$ cat src/rtl/misaligned_mem_ctrl.sv
// Load/store sequencer: splits word-spanning accesses into two aligned BRAM accesses,
// merges and extends load data, and lane-shifts store data with byte enables.
module misaligned_mem_ctrl #(
    parameter bit ALLOW_MISALIGNED = 1'b1
) (
    input  logic        clk,
    input  logic        rst,
    input  logic        req_valid,
    output logic        req_ready,
    input  logic        req_we,
    input  logic [2:0]  req_func3,
    input  logic [31:0] req_addr,
    input  logic [31:0] req_wdata,
    output logic        mem_en,
    output logic [3:0]  mem_we,
    output logic [31:0] mem_addr,
    output logic [31:0] mem_din,
    input  logic [31:0] mem_dout,
    output logic        resp_valid,
    output logic [31:0] resp_rdata,
    output logic        resp_err
);

    localparam int unsigned DW = 32;

    typedef enum logic [2:0] {IDLE, ACC_LO, ACC_HI, RESP, ERR} state_t;

    state_t          state, state_next;
    logic            we_q;
    logic [2:0]      func3_q;
    logic [DW-1:0]   addr_q;
    logic [DW-1:0]   wdata_q;
    logic [DW-1:0]   lo_q;

    function automatic logic is_illegal(input logic we, input logic [2:0] f3);
        if (we) return (f3 > 3'd2);
        return !(f3 == 3'd0 || f3 == 3'd1 || f3 == 3'd2 || f3 == 3'd4 || f3 == 3'd5);
    endfunction

    // Access crosses into the next word when offset + size exceeds 4 bytes.
    function automatic logic is_span(input logic [1:0] sz, input logic [1:0] off);
        logic [2:0] size;
        case (sz)
            2'd0:    size = 3'd1;
            2'd1:    size = 3'd2;
            default: size = 3'd4;
        endcase
        return ((3'({1'b0, off}) + size) > 3'd4);
    endfunction

    logic [1:0]    off;
    logic          span_q;
    logic [3:0]    mask;
    logic [3:0]    lo_we, hi_we;
    logic [DW-1:0] lo_din, hi_din;
    logic [DW-1:0] word_addr;
    logic [63:0]   merged;
    logic [DW-1:0] shifted;
    logic [DW-1:0] load_ext;

    assign off       = addr_q[1:0];
    assign span_q    = is_span(func3_q[1:0], off);
    assign mask      = (func3_q[1:0] == 2'd0) ? 4'b0001 :
                       (func3_q[1:0] == 2'd1) ? 4'b0011 : 4'b1111;
    assign lo_we     = 4'(8'(mask) << off);
    assign hi_we     = mask >> (3'd4 - 3'(off));
    assign lo_din    = wdata_q << {off, 3'b000};
    assign hi_din    = wdata_q >> (6'd32 - 6'({off, 3'b000}));
    assign word_addr = {addr_q[31:2], 2'b00};
    assign merged    = span_q ? {mem_dout, lo_q} : {32'b0, mem_dout};
    assign shifted   = 32'(merged >> {off, 3'b000});

    always_comb begin
        case (func3_q)
            3'd0:    load_ext = {{24{shifted[7]}}, shifted[7:0]};
            3'd1:    load_ext = {{16{shifted[15]}}, shifted[15:0]};
            3'd4:    load_ext = {24'b0, shifted[7:0]};
            3'd5:    load_ext = {16'b0, shifted[15:0]};
            default: load_ext = shifted;
        endcase
    end

    // State and request registers; request is held so the requester may move on.
    always_ff @(posedge clk) begin
        if (rst) begin
            state   <= IDLE;
            we_q    <= 1'b0;
            func3_q <= 3'd0;
            addr_q  <= '0;
            wdata_q <= '0;
            lo_q    <= '0;
        end else begin
            state <= state_next;
            if (state == IDLE && req_valid) begin
                we_q    <= req_we;
                func3_q <= req_func3;
                addr_q  <= req_addr;
                wdata_q <= req_wdata;
            end
            if (state == ACC_HI) lo_q <= mem_dout;
        end
    end

    always_comb begin
        state_next = state;
        req_ready  = 1'b0;
        mem_en     = 1'b0;
        mem_we     = 4'b0000;
        mem_addr   = '0;
        mem_din    = '0;
        resp_valid = 1'b0;
        resp_err   = 1'b0;
        resp_rdata = '0;
        case (state)
            IDLE: begin
                req_ready = 1'b1;
                if (req_valid) begin
                    if (is_illegal(req_we, req_func3) ||
                        (!ALLOW_MISALIGNED && is_span(req_func3[1:0], req_addr[1:0])))
                        state_next = ERR;
                    else
                        state_next = ACC_LO;
                end
            end
            ACC_LO: begin
                mem_en   = 1'b1;
                mem_addr = word_addr;
                if (we_q) begin
                    mem_we  = lo_we;
                    mem_din = lo_din;
                end
                state_next = span_q ? ACC_HI : RESP;
            end
            ACC_HI: begin
                mem_en   = 1'b1;
                mem_addr = word_addr + 32'd4;
                if (we_q) begin
                    mem_we  = hi_we;
                    mem_din = hi_din;
                end
                state_next = RESP;
            end
            RESP: begin
                resp_valid = 1'b1;
                if (!we_q) resp_rdata = load_ext;
                state_next = IDLE;
            end
            ERR: begin
                resp_valid = 1'b1;
                resp_err   = 1'b1;
                state_next = IDLE;
            end
            default: state_next = IDLE;
        endcase
    end

endmodule

$ cat config.mk
export PLATFORM = sky130hd
export DESIGN_NAME = misaligned_mem_ctrl
export DESIGN_NICKNAME = d
export VERILOG_FILES = /design/src/rtl/misaligned_mem_ctrl.sv
export SDC_FILE = /design/constraint.sdc
export NUM_CORES = 1
export LEC_CHECK = 0
export CAP_MARGIN = 5
export CORE_AREA = 10 10 131 133
export DETAILED_ROUTE_END_ITERATION = 12
export DIE_AREA = 0 0 141 143
export GPL_TIMING_DRIVEN = 0
export PLACE_DENSITY_LB_ADDON = 0.25
export SETUP_SLACK_MARGIN = 0.4
export SYNTH_ARGS = -nofsm -noshare
export SYNTH_HDL_FRONTEND = slang
export SYNTH_SLANG_ARGS = --single-unit
export TNS_END_PERCENT = 1
$ cat constraint.sdc
create_clock -name clk -period 5.4 [get_ports clk]
set_input_delay 0.54 -clock clk [delete_from_list [all_inputs] [get_ports clk]]
set_output_delay 0.54 -clock clk [all_outputs]
set_load 0.01 [all_outputs]
==> impl_metrics.toml <==
[synth]
synthArstFlopShare_pct = 0
yosysUniqueCellTypes = 63
yosysWarnings = 0
synth_ff_type = "dfxtp_1"
synth-edff-count = 0
syn_inst = 1065
ys_ff_latch = 103
synthTopCellsByArea = "dfxtp_1 (27%), nand2_1 (13%), a21oi_1 (12%), mux2i_1 (9.8%), clkbuf_1 (3.2%)"
yosys.area.top_type = "dfxtp_1"
synth_top_area_share_pct = 27.4
seq_area_frac_synth_pct = 27.4
synth.avg_cell_area_sq_um = 7.06
synth.cell_area_sq_um = 7520

[cells_and_area]
final_nets = 1389
area_growth_pct = 34.2
fillers = 1242
drive_above_1_share_pct = 6.61
seq_area_sq_um = 2060
instances_no_fill = 1471
final_area_sq_um = 10100
multi_input_area_sq_um = 5010

[floorplan]
core_sq_um = 14400
io_pins = 207
std_cell_rows = 44
fp.dieW_microns = 141
die_area_sq_um = 20200
die_h_microns = 143
start_util_pct = 52.1

[place]
post-place-cells = 1453
routabilityCongestion = 0.995
place_area_sq_um = 9790
io_buffers = 203
place_hpwl_microns = 22900

[power_and_ir_drop]
p_leak_nw = 3.73
ir_drop_mv = 0.249
powerDensity_nw_per_um2 = 246

[clock_tree]
clock_latency_ns = 0.36
cts_made_buffers = 9
cts_sinks = 103
clk_pin_slew_ns = 0.08
cts_tree = "built"
clock_path_buffers = 2
ctsRootBufferMaster = "clkbuf_16"
htreeDepth = 3

[critical_path]
crit_type = "flop to output port"
rr_startpoint = "addr_q[1]$_SDFFE_PP0P_"
r2r_cells = 11
r2r_setup_slack_ns = 2.10
cp-start-kind = "flop"
arrival_ns = 4.43
critPathCaptureType = "output port"
r2r_end = "state[0]$_SDFFE_PP0P_"
worstPathRequired_ns = 4.86
worst-path-max-fanout = 11

[grt]
grt_pass1_wl_microns = 46300
track_usage_pct = 28.7
grt_antenna_before_repair = 1
grt_max_degree = 18
overflow = 0
grt_pass1_vias = 8501

[sta]
fin_crit_sh_pct = 92.0
period_minus_slack_ns = 4.97
grt_setup_unrepaired = "true"
timing.final.max_slew_violations = 0
hold_viol = 0
setup_violations = 0
fmax_mhz = 201
tightest_slew_ns = 0.843
skew_ns = 0.00878
timing.setup.tns_ns = 0
max-slew-margin-rel_pct = 43.6

[drt]
drc = 0
drt_iter0_drc = 1244
viasPerCell = 6.30
routed_wl_microns = 30700
first_pass_iters = 6
wire_per_inst_microns = 20.9
vias = 9261
ant_nets = 0

[min_path]
min_path_type = "flop to flop"
whs_endpoint = "lo_q[29]$_SDFFE_PP0P_"
holdPathStages = 2
hold_start = "lo_q[29]$_SDFFE_PP0P_"

[run_status]
status = "completed"

[flow_run]
max_cap_violations = 0
-- final cells by class --
type | count | share of cell area (%)
antenna | 1 | 0.0248
timing repair buffer | 205 | 20.3
buffer | 90 | 3.95
clock buffer | 10 | 2.37
multi-input combinational | 857 | 49.7
inverter | 16 | 0.595
clock inverter | 5 | 0.409
sequential | 103 | 20.4
tap | 184 | 2.28
-- metrics by stage --
stage	power, mW	hold slack [ns]	setup WS (ns)	util [%]
after floorplan	1.47	0.433	1.93	-
after global placement	1.80	0.441	0.635	67.9
after detailed placement	1.82	0.447	0.595	67.9
after CTS	2.45	0.455	0.374	69.9
after global routing	2.58	0.471	0.310	70.0
final	2.48	0.454	0.433	70.0
-- worst max-delay path by stage --
stage / endpoint / cells after the start / startpoint
after floorplan: resp_rdata[15] / 12 / addr_q[1]$_SDFFE_PP0P_
after global placement: resp_rdata[16] / 12 / addr_q[1]$_SDFFE_PP0P_
after detailed placement: resp_rdata[15] / 13 / addr_q[1]$_SDFFE_PP0P_
after CTS: resp_rdata[14] / 13 / addr_q[1]$_SDFFE_PP0P_
after global routing: mem_din[29] / 11 / addr_q[0]$_SDFFE_PP0P_
final: resp_rdata[8] / 13 / addr_q[1]$_SDFFE_PP0P_
-- routing by layer --
layer  wire, microns  vias up  track usage (%)  part of all wire, %
li1                -     4206                -                    -
met1           11700     4262             34.7                   38
met5               0        -                0                    0
met4            1570        0             15.0                  5.1
met3            3590      132             8.23                   12
met2           13800      661             45.6                   45
-- cells in the mapped netlist, drive strengths merged (14+ instances only) --
library cell	count
a21oi	181
a31oi	20
and2	14
buf	24
clkbuf	66
dfxtp	103
inv	15
mux2	20
mux2i	74
nand2	260
nand3	17
nor2	63
o21ai	55
o22ai	18
o32a	14
-- registers in the layout, indices dropped and copies added (netlist names) --
name     count
addr_q      32
lo_q        32
wdata_q     32
func3_q      3
state        3
we_q         1
-- report_power, final --
group,total [mW],switching (mW),internal (mW)
Sequential,0.910,0.0806,0.829
Combinational,0.925,0.555,0.371
Clock,0.644,0.315,0.328
Total,2.48,0.951,1.53
-- layout by cell type (no fill, tap or decap), types with 6 or more instances in the layout --
cell type        instances
a21o_1                   9
a21oi_1                181
a31oi_1                 20
and2_1                  14
and4_1                  10
buf_2                   17
buf_4                    7
clkbuf_1                61
clkbuf_16                9
clkdlybuf4s50_1        203
dfxtp_1                103
inv_1                   15
mux2_2                  20
mux2i_1                 74
mux4_2                   7
nand2_1                260
nand2b_1                 9
nand3_1                 17
nand4_1                  6
nor2_1                  61
nor2b_1                  8
nor3_1                   6
o211ai_1                 7
o21ai_0                 46
o21ai_1                  8
o22ai_1                 18
o32a_1                  14
-- logic make-up after synthesis --
group	share of synthesized area (%)
AO/OA/AOI/OAI	25.5
flip-flops	27.4
multiplexers	14.9
AND/OR/NAND/NOR	24.3
buffers and inverters	6.01
adder cells (fa/ha/maj)	0.765
other	0.0499
XOR/XNOR	1.03
-- critical path, stage by stage, from the launching register on --
cell	delay, ns
dfxtp_1	0.30
buf_2	0.16
inv_1	0.12
clkbuf_2	0.26
buf_4	0.30
buf_2	0.35
fa_1	0.46
nor2b_1	0.19
nor2_2	0.40
nand2_1	0.32
o32a_1	0.37
o211ai_1	0.13
a21o_1	0.16
clkdlybuf4s50_1	0.54
-- what timing repair did --
item,in CTS,in global routing
hold buffers,0,0
resized for setup,1,8
endpoints found under the hold margin,0,0
pin swaps,1,0
endpoints found under the setup margin,24,42
setup buffers,2,0
(Power assumes the default switching activity.)
